**src/rtl/spmv_fifo_pkg.sv**
```systemverilog
// Shared sizing helper and default thresholds for the SpMV FIFOs.
package spmv_fifo_pkg;
  localparam int DEF_ALMOST_FULL_COUNT  = 1;
  localparam int DEF_ALMOST_EMPTY_COUNT = 1;

  function automatic int ptr_w(input int depth);
    return $clog2(depth);
  endfunction
endpackage

```
**src/rtl/spmv_fifo_ram.sv**
```systemverilog
// Simple dual-port DEPTHxWIDTH memory: synchronous write, registered read.
module spmv_fifo_ram
  import spmv_fifo_pkg::*;
#(
  parameter int WIDTH = 64,
  parameter int DEPTH = 32
) (
  input  logic                      clk,
  input  logic                      rst,
  input  logic                      we,
  input  logic [ptr_w(DEPTH)-1:0]   waddr,
  input  logic [WIDTH-1:0]          wdata,
  input  logic                      re,
  input  logic [ptr_w(DEPTH)-1:0]   raddr,
  output logic [WIDTH-1:0]          rdata
);
  logic [WIDTH-1:0] mem [DEPTH];

  always_ff @(posedge clk) begin
    if (we) mem[waddr] <= wdata;
  end

  // Read-before-write when waddr == raddr (full FIFO push+pop returns old head).
  always_ff @(posedge clk or negedge rst) begin
    if (!rst)    rdata <= '0;
    else if (re) rdata <= mem[raddr];
  end
endmodule

```
**src/rtl/spmv_std_fifo.sv**
```systemverilog
// Single-clock FIFO with registered q, count and registered almost flags.
// Define SPMV_STD_FIFO_CHECK_EN to compile simulation overflow/underflow checks.
module spmv_std_fifo
  import spmv_fifo_pkg::*;
#(
  parameter int WIDTH              = 64,
  parameter int DEPTH              = 32,
  parameter int ALMOST_FULL_COUNT  = DEF_ALMOST_FULL_COUNT,
  parameter int ALMOST_EMPTY_COUNT = DEF_ALMOST_EMPTY_COUNT
) (
  input  logic                   clk,
  input  logic                   rst,
  input  logic                   push,
  input  logic                   pop,
  input  logic [WIDTH-1:0]       d,
  output logic [WIDTH-1:0]       q,
  output logic                   full,
  output logic                   empty,
  output logic [ptr_w(DEPTH):0]  count,
  output logic                   almost_empty,
  output logic                   almost_full
);
  localparam int PW = ptr_w(DEPTH);
  localparam int CW = PW + 1;
  localparam logic AF_RST = (DEPTH - ALMOST_FULL_COUNT <= 0);

  logic [PW-1:0] wr_ptr, rd_ptr;
  logic [CW-1:0] count_next;
  logic          do_push, do_pop;

  // A full FIFO still accepts a push when the head leaves on the same edge.
  assign do_push = push && (!full || pop);
  assign do_pop  = pop && !empty;

  always_comb begin
    count_next = count;
    if (do_push && !do_pop)      count_next = count + CW'(1);
    else if (!do_push && do_pop) count_next = count - CW'(1);
  end

  always_ff @(posedge clk or negedge rst) begin
    if (!rst) begin
      wr_ptr       <= '0;
      rd_ptr       <= '0;
      count        <= '0;
      empty        <= 1'b1;
      full         <= 1'b0;
      almost_empty <= 1'b1;
      almost_full  <= AF_RST;
    end else begin
      if (do_push) wr_ptr <= wr_ptr + PW'(1);
      if (do_pop)  rd_ptr <= rd_ptr + PW'(1);
      count        <= count_next;
      empty        <= (count_next == '0);
      full         <= (int'(count_next) == DEPTH);
      almost_empty <= (int'(count_next) <= ALMOST_EMPTY_COUNT);
      almost_full  <= (int'(count_next) >= DEPTH - ALMOST_FULL_COUNT);
    end
  end

  spmv_fifo_ram #(.WIDTH(WIDTH), .DEPTH(DEPTH)) u_ram (
    .clk   (clk),
    .rst   (rst),
    .we    (do_push),
    .waddr (wr_ptr),
    .wdata (d),
    .re    (do_pop),
    .raddr (rd_ptr),
    .rdata (q)
  );

`ifdef SPMV_STD_FIFO_CHECK_EN
  always @(posedge clk) begin
    if (rst && push && full && !pop)
      $error("%m: overflow, push dropped at %0t, count=%0d", $time, count);
    if (rst && pop && empty)
      $error("%m: underflow, pop ignored at %0t, count=%0d", $time, count);
  end
`endif
endmodule

```
**config.mk**
```make
export PLATFORM = sky130hd
export DESIGN_NAME = spmv_std_fifo
export DESIGN_NICKNAME = d
export VERILOG_FILES = /design/src/rtl/spmv_fifo_pkg.sv /design/src/rtl/spmv_fifo_ram.sv /design/src/rtl/spmv_std_fifo.sv
export SDC_FILE = /design/constraint.sdc
export NUM_CORES = 2
export LEC_CHECK = 0
export BUFFER_PORTS_ARGS = -buffer_cell sky130_fd_sc_hd__buf_2
export CAP_MARGIN = 40
export CORE_MARGIN = 5
export CORE_UTILIZATION = 60
export DETAILED_ROUTE_END_ITERATION = 6
export PLACE_DENSITY = 0.77
export SLEW_MARGIN = 25
export SYNTH_ARGS = -nofsm -noshare
export SYNTH_HDL_FRONTEND = slang
export SYNTH_SLANG_ARGS = --single-unit
```
**constraint.sdc**
```tcl
create_clock -name clk -period 5.5 [get_ports clk]
set_input_delay 0.55 -clock clk [delete_from_list [all_inputs] [get_ports clk]]
set_output_delay 0.55 -clock clk [all_outputs]
set_load 0.01 [all_outputs]
```
Yosys cells after proc, flatten, opt, wreduce, memory -nomap -nowiden
Memory sizes are Yosys's and may differ from the RTL's. A register that Yosys moved wholly into a read port is not among the register bits. Index checks and enable logic that the tools add are counted.

Flip-flop bits (word level): 20. Memory bits (writable): 2048. Bits of input ports: 68. Output and inout port bits: 74. Word-level logic and storage cells: 30. Memories kept: 1.

$add $sub $neg: 4. $lt $le $gt $ge: 2. Equality and inequality tests: 1. Mux-type cells: 4. Reductions and logical operators: 11.

Memories: u_ram.mem (words 32, width 64, read ports 1, clocked after Yosys merged registers in 1, write ports 1, RTL line spmv_fifo_ram.sv:17) `logic [WIDTH-1:0] mem [DEPTH];`.

Operators with widths (count): $mux 6 (2); $add 5x1->5 const B (2); $add 6x1->6 const B (1); $eq 6x6->1 const B (1); $ge 6x5->1 const B (1); $le 6x1->1 const B (1); $logic_not 6->1 (1); $sub 6x1->6 const B (1); $logic_not 1->1 (5); $logic_and 1x1->1 (4); $mux 1 (2); $logic_or 1x1->1 (1).

Depth between registers and ports, before layout
Depth in word-level cells: 8. Gate-level depth with buffers: 9. Gate-level depth less buffers: 7.

Hierarchy
A second synthesis with hierarchy kept.

Cell total of the unflattened synthesis: 3448. Area total of the unflattened synthesis: 80492.2 µm².

By module, submodules not included: spmv_fifo_ram (times used 1, cells an instance 3352, area each 79394.9 µm², sequential area each 63100.5 µm²); spmv_std_fifo (times used 1, cells an instance 96, area each 1097.3 µm², sequential area each 503.0 µm²).

Least setup slack after synthesis
OpenSTA, ideal clock, no wires.

Kind: input -> register. Start: input push. End: memory u_ram.mem[31][0] (enable). Library setup time: 487 ps. Arrival: 4140 ps. Data required time: 5013 ps. Path slack: 873 ps. Stages: 6. Buffers on the path: 2. Cell sequence: buf_2 inv_1 nor2_1 nand2_1 clkbuf_1 nor2_1.

Longest elaborated chain between the ends: 3.

Ends and longest elaborated chain: start, declared (RTL line spmv_std_fifo.sv:13) `input logic push,`; $logic_and 1x1->1 (RTL line spmv_std_fifo.sv:32) `assign do_push = push && (!full || pop);`; $mux 1 (RTL line spmv_fifo_ram.sv:20) `if (we) mem[waddr] <= wdata;`; $mux 1 (implied by the code) (RTL line spmv_fifo_ram.sv:20); end, declared (RTL line spmv_fifo_ram.sv:17).

No other way between the ends.

==> summary.md <==
| Metric | Value |
|---|---|
| DRC violation count after routing | 0 |
| Final setup fails | 0 |
| WP data arrival | approximately 4.3 ns |
| Worst VDD drop | 497 uV |
| Worst skew pair latency | around 0.83 ns |
| Int Pwr | approximately 32 mW |
| Fmax | 277 MHz |
| #FFs+latches synth | approximately 2100 |
| Post-Place Setup Slack | about 2 ns |
| Die area | roughly 140000 um2 |
| Drt total wl | ~200000 um |
| Critical Path Start Type | register |
| Outcome | finished clean |
| Ports | roughly 140 |
| Post-synth EDFFs | 2048 |
| Leak Pwr | ~30 nW |
| Synthesis-to-finish area growth | 12.4% |
| Syn Area/Cell | approximately 21 um2 |
| Setup WS post-layout | 1.89 ns |
| Total track usage | 28.1% |
| Number of gates resized after cts | 0 |
| CTS sink count | ~2100 |
| PD cells | 506 nW/um2 |
| Max-cap violations | 0 |
| Rows | around 140 |
| Hold/Removal Path Class | in -> async |
| Critical-path top delay cell | dfrtp_4 |
| Largest net degree at the start of global routing | between 100 and 150 |
| Vias in the first global route | between 40000 and 50000 |
| CTS tree | yes |
| Buf/Inv on CP | 2 |
| Post-synthesis sequential area ratio | approximately four fifths |
| Asr flop ratio synth | roughly 3.9% |
| Die height | roughly 380 um |
| Post-Synthesis Cell Area | around 81000 um2 |
| P_sw | 14.4 mW |
| Fraction of layout instances using a drive strength above 1 | 22.4% |
| CP delay by family, top | buffers and inverters |
| DRT iter0 DRCs | a little under 7000 |
| Worst-path cell chain | buf_4, mux4_2, mux2i_1, nor2_1, a2111oi_0, buf_4, nor3_1 |
| FILL cells | roughly 8000 |
| Combinational share of power | between 20 and 30% |
| Yosys warnings | 0 |
| Critical path class | reg -> reg |
| Slew Viols, Final | 0 |
| Slew margin rel. | ~34% |
| Clock buffer depth | 3 |
| Hold Vio Cnt, Final | 0 |
| Sw frac | between 30% and 40% |
| Drt wl/cell | between 30 and 40 um |
| Placed cell count | roughly 5700 |
| Total CTS buffers | about 200 |
| Cells after Synth | just under 4000 |
| Critical Path Max Stage Delay | ~0.96 ns |
| Total grt overflow | 0 |
| Reg2Reg Depth | 7 |
| Clk root buf | clkbuf_16 |
| Initial Util | between 60% and 70% |
| Hpwl dp | approximately 110000 um |
| DIE WIDTH | approximately 380 um |
| Routed vias/inst | 6.86 |
| Final ANT Viol Nets | 0 |
| Worst Skew | about 0.026 ns |
| Setup total negative slack | 0 ns |
| Critical path fanouts, max | between 40 and 50 |
| Clock share of power | between 20% and 30% |
| Synth unique cells | ~60 |
| Period utilization | around 66% |
| Mapped Nets | around 4000 |
| First-pass GRT wire length | 289000 um |
| Initial antenna violation count | 11 |
| Period minus WS final | around 3.6 ns |
| CP endpoint kind | register |
| Req. time, crit path | approximately 6.2 ns |
| Finished Layout Cells | around 6100 |
| Routability cong. | between 0.8 and 0.9 |
| Port buffer count | 141 |
| CP most frequent cell | buf_4 |
| Clk slew on worst S/H paths | about 0.06 ns |
| DR vias | about 42000 |
| Core area | around 140000 um2 |
| RSZ-0062 raised after global routing | no |
| Slew @ Worst Pin | 0.985 ns |
| WP depth | 7 |
| Total Nets Final | 4237 |
| Final Util | between 60 and 70% |
| Total iterations of the first detailed-routing run | 5 |
| Htree depth | 4 |
| Part of the power in registers | between 40% and 50% |
| Prevailing post-synth register cell | edfxtp_1 |
| Hold_ws | 0.229 ns |
==> cell type report <==
cell class	count	area, um2	area share (%)
clock buffers	281	5570	6.08
flip-flops and latches	2132	63600	69.5
repair buffers	261	2170	2.37
clock inverters	92	895	0.977
well taps	1781	2230	2.43
diodes	1	2.50	0.00273
inverters	11	43.8	0.0478
multi-input cells	1559	17100	18.6
==> synth_stat cells (all sizes together), types with 2 or more instances <==
library cell,n,share of area [%]
a21o,13,0.12
inv,11,0.051
a21boi,2,0.018
dfstp,2,0.064
or2,2,0.015
mux4,333,9.2
nand3b,3,0.028
a221oi,50,0.54
a22oi,14,0.13
nor2,86,0.40
nor2b,17,0.13
buf,130,0.88
nor3,14,0.086
or3,3,0.023
ha,7,0.11
xor2,3,0.032
or3b,2,0.025
edfxtp,2048,75
o21ai,56,0.34
o22ai,41,0.31
o221ai,37,0.40
a21oi,126,0.77
a211oi,24,0.22
nor4,3,0.023
nand2b,2,0.015
a22o,48,0.52
clkbuf,102,0.47
or4,3,0.037
mux2,38,0.53
a221o,24,0.29
a31oi,14,0.11
a2111oi,29,0.31
xnor2,8,0.086
nand4,2,0.015
nand2,135,0.62
dfrtp,82,2.5
mux2i,399,4.9
nand3,8,0.049
==> placed cells by master, fill, tap and decap left out, types with 9 or more instances in the layout <==
cell       Yosys  routed
buf_4         32      79
a31oi_1       14      14
a21o_1        13      13
bufinv_16      0      15
a221oi_1      50      50
nand2_1      135     135
a22oi_1       14      14
a22o_1        48      48
buf_2         82     140
clkbuf_8       0      22
mux4_2       333     333
clkinv_2       0      28
o221ai_1      37      37
o22ai_1       41      41
clkbuf_16      0     202
buf_12         0      28
nor2b_1       17      12
mux2_2        38      38
a221o_1       24      24
nor2_1        85      51
a211oi_1      24      24
a2111oi_0     29      27
inv_1         10       9
o21ai_0       55      55
clkinv_1       0      31
dfrtp_1       82      77
clkbuf_1     102      57
buf_16         0      10
edfxtp_1    2048    2048
mux2i_1      399     399
nor2_4         0      34
a21oi_1      126     126
nor3_1        14      14
==> layer usage <==
layer | vias up | global-route usage, % | wire, um
met5 | - | 0 | 59
met4 | 8 | 7.19 | 5300
met3 | 370 | 6.62 | 24000
met2 | 2967 | 43.8 | 96300
met1 | 21900 | 41.2 | 75200
li1 | 16800 | - | -
==> what timing repair did <==
action	4_1_cts	5_1_grt
endpoints found under the hold margin	31	0
buffers inserted	0	0
hold buffers	1	0
==> sequential cells by signal, summed over array words and instances, names as in the netlist <==
| name | count |
|---|---|
| almost_empty | 1 |
| almost_full | 1 |
| count | 6 |
| empty | 1 |
| full | 1 |
| rd_ptr | 5 |
| u_ram.mem | 2048 |
| u_ram.rdata | 64 |
| wr_ptr | 5 |
==> through the flow <==
step / area, um2 / power [mW]
after detailed placement: 85000 / 32.8
after global routing: 91600 / 48.0
after floorplan: 81500 / 28.4
after global placement: 84700 / 32.5
final: 91600 / 46.4
after CTS: 91400 / 46.3
==> path summary, 6_finish.rpt <==
| kind | startpoint | endpoint | slack, ns |
|---|---|---|---|
| max | rd_ptr[2]$_DFFE_PN0P_ | u_ram.rdata[45]$_DFFE_PN0P_ | 1.89 |
| min | rst | u_ram.rdata[45]$_DFFE_PN0P_ | 0.23 |
| max reg2reg | rd_ptr[2]$_DFFE_PN0P_ | u_ram.rdata[45]$_DFFE_PN0P_ | 1.89 |
| min reg2reg | u_ram.rdata[14]$_DFFE_PN0P_ | u_ram.rdata[14]$_DFFE_PN0P_ | 0.49 |
| max in group asynchronous | rst | rd_ptr[3]$_DFFE_PN0P_ | 4.16 |
| min in group clk | pop | rd_ptr[1]$_DFFE_PN0P_ | 0.25 |
==> kinds of logic after synthesis <==
kind of cell,share of synthesized area [%]
AOI/OAI and AO/OA,4.16
DFF,78.1
xor gates and xnor gates,0.118
muxes,14.6
buffers and inverters,1.40
and+or+nand+nor,1.53
adders and majority gates,0.107
==> power groups by stage <==
stage / registers (mW) / clock network, mW / logic, mW
floorplan: 19.9 / 0 / 8.51
global placement: 20.2 / 0 / 12.3
detailed placement: 20.3 / 0 / 12.5
CTS: 20.0 / 13.7 / 12.7
global route: 19.9 / 14.4 / 13.6
finish: 19.8 / 13.6 / 13.0
Note: power is estimated with default switching activity, not from simulation.
